File: config.mk
export PLATFORM = sky130hd
export DESIGN_NAME = disc_sqrt
export DESIGN_NICKNAME = d
export VERILOG_FILES = /design/src/rtl/disc_sqrt.sv
export SDC_FILE = /design/constraint.sdc
export NUM_CORES = 1
export LEC_CHECK = 0
export CORE_ASPECT_RATIO = 1.2
export CORE_UTILIZATION = 45
export CTS_CLUSTER_SIZE = 14
export DETAILED_ROUTE_END_ITERATION = 12
export REMOVE_ABC_BUFFERS = 1
export SLEW_MARGIN = 5
export SYNTH_ARGS = -nofsm -noshare
export SYNTH_HDL_FRONTEND = slang
export SYNTH_SLANG_ARGS = --single-unit
File: constraint.sdc
create_clock -name clk -period 14 [get_ports clk]
set_input_delay 2.8 -clock clk [delete_from_list [all_inputs] [get_ports clk]]
set_output_delay 2.8 -clock clk [all_outputs]
set_load 0.005 [all_outputs]
File: src/rtl/disc_sqrt.sv
// rtl/disc_sqrt.sv - discriminant b*b-4c and radix-4 restoring integer square root of |D|
// Optional build macro: DISC_SQRT_ROUND_EN (round root to nearest instead of floor).
module disc_sqrt (
    input  logic               clk,
    input  logic               rst,
    input  logic               in_valid,
    output logic               in_ready,
    input  logic signed [7:0]  b,
    input  logic signed [7:0]  c,
    output logic               out_valid,
    input  logic               out_ready,
    output logic signed [15:0] disc,
    output logic [7:0]         root,
    output logic               neg,
    output logic               exact
);

    localparam logic [1:0] IDLE = 2'd0;
    localparam logic [1:0] DISC = 2'd1;
    localparam logic [1:0] SQRT = 2'd2;
    localparam logic [1:0] DONE = 2'd3;

    logic [1:0]         state;
    logic signed [7:0]  b_r;
    logic signed [7:0]  c_r;
    logic signed [15:0] d_r;
    logic [15:0]        rad;
    logic [11:0]        rem;
    logic [7:0]         proot;
    logic [2:0]         cnt;
    logic               fin;

    logic signed [15:0] bx;
    logic signed [15:0] cx;
    logic signed [15:0] d_calc;
    logic [15:0]        d_abs;
    logic [13:0]        rem_sh;
    logic [13:0]        trial;
    logic [13:0]        rem_sub;
    logic               ge;
    logic [7:0]         root_fin;

    assign in_ready  = (state == IDLE);
    assign out_valid = (state == DONE);

    always_comb begin
        bx      = {{8{b_r[7]}}, b_r};
        cx      = {{8{c_r[7]}}, c_r};
        d_calc  = bx * bx - cx * 16'sd4;
        d_abs   = d_calc[15] ? 16'(-d_calc) : 16'(d_calc);
        rem_sh  = {rem, rad[15:14]};
        trial   = {4'b0000, proot, 2'b01};
        ge      = (rem_sh >= trial);
        rem_sub = rem_sh - trial;
`ifdef DISC_SQRT_ROUND_EN
        root_fin = proot + {7'd0, (rem > {4'b0000, proot})};
`else
        root_fin = proot;
`endif
    end

    // The cycle after the last iteration (fin set) registers the results on entry to DONE.
    always_ff @(posedge clk) begin
        if (rst) begin
            state <= IDLE;
            b_r   <= '0;
            c_r   <= '0;
            d_r   <= '0;
            rad   <= '0;
            rem   <= '0;
            proot <= '0;
            cnt   <= '0;
            fin   <= 1'b0;
            disc  <= '0;
            root  <= '0;
            neg   <= 1'b0;
            exact <= 1'b0;
        end else begin
            case (state)
                IDLE: begin
                    if (in_valid) begin
                        b_r   <= b;
                        c_r   <= c;
                        state <= DISC;
                    end
                end
                DISC: begin
                    d_r   <= d_calc;
                    rad   <= d_abs;
                    rem   <= '0;
                    proot <= '0;
                    cnt   <= 3'd7;
                    fin   <= 1'b0;
                    state <= SQRT;
                end
                SQRT: begin
                    if (fin) begin
                        disc  <= d_r;
                        root  <= root_fin;
                        neg   <= d_r[15];
                        exact <= (rem == 12'd0);
                        state <= DONE;
                    end else begin
                        rem   <= ge ? rem_sub[11:0] : rem_sh[11:0];
                        proot <= {proot[6:0], ge};
                        rad   <= {rad[13:0], 2'b00};
                        cnt   <= cnt - 3'd1;
                        if (cnt == 3'd0) begin
                            fin <= 1'b1;
                        end
                    end
                end
                DONE: begin
                    if (out_ready) begin
                        state <= IDLE;
                    end
                end
                default: state <= IDLE;
            endcase
        end
    end

endmodule

# Word-level counts from Yosys, hierarchy flattened
# Cells that the tools add are included.
# word_totals
word_cells,51
out_inout_bits,28
ff_bits,100
inputBits,20
# classes
muxes,17
eq_ne,7
multipliers,1
magnitude_cmp,1
n_reduce_logical,8
addsub,4
# op_table
op,n
$mux 16,2
$pmux 16 s2,1
$mux 12,2
$pmux 12 s2,1
$mul 8x8->16,1
$neg 16->16,1
$pmux 8 s2,1
$sub 16x10->16,1
$ge 14x10->1,1
$logic_not 12->1,1
$sub 12x10->12,1
$mux 8,1
$pmux 2 s4,1
$mux 2,3
$ne 2x2->1 const B,3
$pmux 3 s2,1
$reduce_and 2->1,3
$eq 2x2->1 const B,2
$logic_not 3->1,1
$mux 3,1
$reduce_and 3->1,1
$sub 3x1->3 const B,1
$eq 2x1->1 const B,1
$logic_not 2->1,1
4 further kinds,5

# Logic depth before layout (Yosys ltp)
# Gate-level depths: netlist (run 1).
# depth
depth_word,5
depth_mapped,20
ltp_nobuf,19

# Worst setup path after synthesis (run 1)
# No wires, ideal clock.
# synth_path
kind,reg2reg
startpoint,register b_r[0]
endpoint,register rad[14]
synth_period_minus_slack_ns,5.399
required_time_ns,13.873
path_slack_ns,8.601
path_buffers,1
path_stages_with_launch,21
arrival_ns,5.272
setup_ns,0.127
path_cell_list,dfxtp_1 clkbuf_1 nand2_1 inv_1 fa_1 fa_1 fa_1 inv_1 fa_1 inv_1 ha_1 ha_1 inv_1 fa_1 nand2b_1 a211oi_1 o211ai_1 a21oi_4 nor2_4 a221oi_2 or3b_1
# synth_via
elab_chain_cells,5
# synth_rtl
element,line_no,text
start: declaration,24,logic signed [7:0] b_r;
start signal: assignment,66,b_r <= '0;
start signal: assignment,82,b_r <= b;
$mul 8x8->16 (*),49,d_calc = bx * bx - cx * 16'sd4;
$sub 16x10->16 (*),49,
$neg 16->16,50,d_abs = d_calc[15] ? 16'(-d_calc) : 16'(d_calc);
$mux 16 (*),50,
$pmux 16 s2 (*),79,case (state)
end signal: assignment,89,rad <= d_abs;
end signal: assignment,106,"rad <= {rad[13:0], 2'b00};"
end: declaration,27,logic [15:0] rad;
# Every way passes the cells marked *; elsewhere a longest branch is shown, timed or not.
# A chain may end at the register's enable or synchronous reset.

# Final worst setup path (run 1)
# Ends and elaborated chain as after synthesis.

==> results.yml, run 1 <==
synthesis:
  synth_area_um2: 7020
  synth-edff-count: 0
  ys_ff_latch: 97
  yosys_most_used_dff: "dfxtp_1"
  synth_area_per_cell_um2: 8.51
  ys_types: 59
  yosysWarnings: 0
  synth_seq_area_share: 0.276
  async_reset_ff_frac: 0
  syn_inst: 825
drt:
  vias: 5564
  wire_per_inst_um: 14.9
  dr.pass1.iters: 5
  routed_wl_um: 15700
  drt_iter0_drc: 280
  drcViolationCount: 0
  ant_nets: 0
  via_per_inst: 5.26
global_route:
  grt_antenna_before_repair: 0
  grt_use_total: 0.211
  grt_pass1_wl_um: 26900
  grt_pass1_vias: 5529
  grt_max_degree: 65
  overflow: 0
critical_path:
  worstSetupPathType: "flop to flop"
  critPathLaunchType: "flop"
  crit_fanout: 11
  r2r_slack_ns: 8.06
  worstPathArrival_ns: 6.17
  endpoint_kind: "flop"
  cp_data_required_time_ns: 14.23
timing:
  fin_crit_sh: 0.424
  slew_headroom: 0.347
  fin_setup_tns_ns: 0
  min_period_ns: 5.94
  worstMarginPinSlew_ns: 0.976
  rsz0062_at_grt: "no"
  setup_ws_ns: 8.06
  clock-skew-final_ns: 0.0120
  finalSetupViolCount: 0
  hold_violations: 0
  fmax_mhz: 168
  drv_slew: 0
placed_design:
  placed_cells: 1041
  portBuffers: 46
  pre_cts_slack_ns: 8.04
  dp_hpwl_um: 12200
  place.gp.congestion: 0.884
run:
  max_cap_violations: 0
die:
  core.rowCount: 49
  die_y_um: 139
  initial_core_util: 0.464
  die_area_um2: 16100
  io_pins: 48
  core_um2: 15100
  die_width_um: 116
final_layout:
  post-route-util: 0.523
  area_growth_syn_to_layout_pct: 12.8
  diodes: 0
  layout-drive-gt1-share: 0.0410
  fillers: 1464
  nets: 976
  stdcell_count: 1057
hold_path:
  holdCritPathClass: "flop to flop"
cts:
  cts_buffers: 9
  clock_latency_ns: 0.36
  cts-root-buf: "clkbuf_16"
  post-cts-setup-buffer-count: 0
  clockBufferDepth: 2
  cts_hold_buf: 0
  htreeDepth: 3
  clkSinkCount: 97
  post_cts_resized: 0
  cts_tree: "built"
  path_clk_slew_ns: 0.07
run_status:
  status: "finished, final reports clean"
logic make-up (layout without fill, tap and decap cells):
logic type / after synthesis / count (layout) / synth area share
AOI/OAI and AO/OA: 163 / 163 / 0.143
xor gates and xnor gates: 33 / 33 / 0.0460
adders and majority gates: 108 / 108 / 0.253
buffers and inverters: 138 / 166 / 0.0750
DFF: 97 / 97 / 0.276
muxes: 26 / 26 / 0.0371
other: 1 / 1 / 0.000534
and+or+nand+nor: 259 / 259 / 0.169
worst paths after layout:
check,end,startpoint,depth (start not counted)
worst max-delay path,rad[14]$_SDFFE_PP0P_,b_r[0]$_SDFFE_PP0P_,16
worst min-delay path,disc[8]$_SDFFE_PP0P_,disc[8]$_SDFFE_PP0P_,2
worst max register to register,rad[14]$_SDFFE_PP0P_,b_r[0]$_SDFFE_PP0P_,16
worst min register to register,disc[8]$_SDFFE_PP0P_,disc[8]$_SDFFE_PP0P_,2
cells in the mapped netlist (5+ instances only):
cell | n | share of area
a22oi_1 | 10 | 0.011
a211oi_1 | 11 | 0.012
nor4_1 | 6 | 0.0053
nor3_1 | 15 | 0.011
nand3_1 | 9 | 0.0064
fa_1 | 57 | 0.16
nor2_1 | 48 | 0.026
o22ai_1 | 10 | 0.0089
inv_1 | 99 | 0.053
xnor2_1 | 17 | 0.021
xor2_1 | 14 | 0.017
nor2b_1 | 10 | 0.0089
nand2_1 | 131 | 0.070
and2_1 | 13 | 0.012
dfxtp_1 | 97 | 0.28
o21ai_0 | 36 | 0.026
o21a_1 | 5 | 0.0053
mux2i_1 | 26 | 0.037
ha_1 | 51 | 0.091
a21oi_1 | 60 | 0.043
clkbuf_1 | 32 | 0.017
a21o_1 | 8 | 0.0086
per-layer routing:
metal	share of wire	routed length, um	GRT usage
met1	0.43	6760	0.256
met5	0	0	0
met2	0.52	8160	0.374
met3	0.033	514	0.0271
met4	0.019	306	0.0810
final cells by class:
type | count | area, um2 | area share
clock inverter | 5 | 61.3 | 0.00774
inverter | 99 | 372 | 0.0469
tap | 204 | 255 | 0.0322
sequential | 97 | 1940 | 0.245
multi-input combinational | 590 | 4560 | 0.575
timing repair buffer | 51 | 493 | 0.0622
clock buffer | 11 | 243 | 0.0306
stage by stage:
stage	area, um2	hold WS (ns)
after floorplan	6870	0.425
after global placement	7620	0.439
after detailed placement	7620	0.447
after CTS	7920	0.457
after global routing	7920	0.470
final	7920	0.454
layout by cell type, fill, tap and decap left out, types with 3 or more instances in the layout:
cell	n
a211oi_1	11
a21o_1	8
a21oi_1	60
a22oi_1	10
and2_1	13
buf_4	5
clkbuf_16	9
clkdlybuf4s50_1	45
dfxtp_1	97
fa_1	57
ha_1	51
inv_1	99
mux2i_1	26
nand2_1	131
nand2b_1	3
nand3_1	9
nand4_1	3
nor2_1	48
nor2b_1	10
nor3_1	15
nor3b_1	4
nor4_1	6
o211ai_1	3
o21a_1	5
o21ai_0	36
o22ai_1	10
or2_2	4
xnor2_1	17
xor2_1	14
registers in the layout, summed over array words and instances (netlist names):
register	count
fin	1
root	8
cnt	3
state	2
c_r	8
d_r	15
exact	1
proot	8
rem	12
b_r	8
disc	15
rad	16
worst max-delay path, cell delays in order, from the launching register on:
cell      delay (ns)
dfxtp_1         0.57
inv_1           0.21
nand2_1         0.14
fa_1            0.45
fa_1            0.54
inv_1           0.05
fa_1            0.50
fa_1            0.58
fa_1            0.42
ha_1            0.40
o21ai_0         0.12
o21bai_1        0.26
a21oi_1         0.13
xnor2_1         0.51
and4bb_2        0.34
a221oi_2        0.23
or3b_1          0.35
Power of run 1 is left out: the tool's default activity adds up to more than one toggle a clock period on the data nets, which glitch-free logic cannot reach.
==> run 2, diff against run 1 <==
clock period = 5.93 ns   (was 14 ns; I/O delays follow)
==> results.yml, run 2 (same netlist as run 1, synthesis figures left out) <==
global_route:
  grt_pass1_vias: 5676
  grt_use_total: 0.211
  overflow: 0
  grt_pass1_wl_um: 27000
  grt_antenna_before_repair: 0
  grt_max_degree: 80
run_status:
  status: "finished, final reports clean"
timing:
  drv_slew: 0
  worstMarginPinSlew_ns: 0.954
  rsz0062_at_grt: "no"
  finalSetupViolCount: 0
  slew_headroom: 0.362
  fin_setup_tns_ns: 0
  clock-skew-final_ns: 0.0164
  fmax_mhz: 176
  fin_crit_sh: 0.956
  min_period_ns: 5.67
  hold_violations: 0
  setup_ws_ns: 0.259
cts:
  clkSinkCount: 97
  clock_latency_ns: 0.36
  cts-root-buf: "clkbuf_16"
  post_cts_resized: 0
  path_clk_slew_ns: 0.08
  cts_hold_buf: 0
  cts_tree: "built"
  cts_buffers: 9
  htreeDepth: 3
  clockBufferDepth: 2
  post-cts-setup-buffer-count: 0
placed_design:
  placed_cells: 1049
  portBuffers: 46
  place_area_um2: 7680
  dp_hpwl_um: 12300
  place.gp.congestion: 0.891
  pre_cts_slack_ns: 0.146
final_layout:
  layout_commonest_cell: "nand2_1"
  stdcell_count: 1065
  largest_reg_flops: 16
  postLayoutCellArea_um2: 8020
  final_cell_mix: "131 x nand2_1, 99 x inv_1, 96 x dfxtp_1"
  reg_top3: "rad x16, d_r x15, disc x15"
  top_register: "rad"
  diodes: 0
  layout-drive-gt1-share: 0.0534
  nets: 984
  area_growth_syn_to_layout_pct: 14.2
die:
  die_width_um: 116
  initial_core_util: 0.464
  core.rowCount: 49
  die_area_um2: 16100
  io_pins: 48
  die_y_um: 139
  core_um2: 15100
critical_path:
  r2r_slack_ns: 0.26
  worstPathArrival_ns: 5.91
  endpoint_kind: "flop"
  worstSetupPathType: "flop to flop"
  crit_fanout: 7
  critPathLaunchType: "flop"
  cp_data_required_time_ns: 6.17
drt:
  wire_per_inst_um: 14.8
  ant_nets: 0
  drcViolationCount: 0
  dr.pass1.iters: 6
  vias: 5603
  routed_wl_um: 15800
  drt_iter0_drc: 282
  via_per_inst: 5.26
hold_path:
  holdCritPathClass: "flop to flop"
run:
  max_cap_violations: 0
[run 2: metrics by stage]
stage                      util  hold WS [ns]
after detailed placement  0.507         0.444
after global placement    0.507         0.440
after global routing      0.530         0.480
after CTS                 0.529         0.455
after floorplan               -         0.425
final                     0.530         0.447
[run 2: worst max-delay path: stages, from the launching register on]
cell	delay, ns
dfxtp_1	0.51
inv_1	0.20
nand2_1	0.15
fa_1	0.45
fa_1	0.55
inv_1	0.06
fa_1	0.50
fa_1	0.59
fa_1	0.43
ha_1	0.39
o21ai_0	0.20
o21bai_1	0.14
o2111ai_1	0.28
a21boi_0	0.22
o211a_1	0.28
a221oi_2	0.25
or3b_1	0.35
[run 2: final timing paths]
path	from	endpoint	cells past startpoint
hold / removal	d_r[9]$_SDFFE_PP0P_	disc[9]$_SDFFE_PP0P_	2
hold reg to reg	d_r[9]$_SDFFE_PP0P_	disc[9]$_SDFFE_PP0P_	2
setup reg to reg	b_r[0]$_SDFFE_PP0P_	rad[14]$_SDFFE_PP0P_	16
setup / recovery	b_r[0]$_SDFFE_PP0P_	rad[14]$_SDFFE_PP0P_	16
[run 2: routing by layer]
metal,track usage,part of all wire,vias up
li1,-,-,2786
met1,0.253,0.43,2721
met2,0.385,0.52,74
met3,0.0271,0.022,22
met4,0.0661,0.018,0
met5,0,0,-
[run 2: area by class of cell]
cell class / count / area [um2]
Clock buffer: 11 / 243
Clock inverter: 5 / 85.1
Fill cell: 1461 / 7120
Inverter: 99 / 372
Multi-Input combinational cell: 590 / 4570
Sequential cell: 97 / 1940
Tap cell: 204 / 255
Timing Repair Buffer: 59 / 553
Power of run 2 is left out for the same reason.
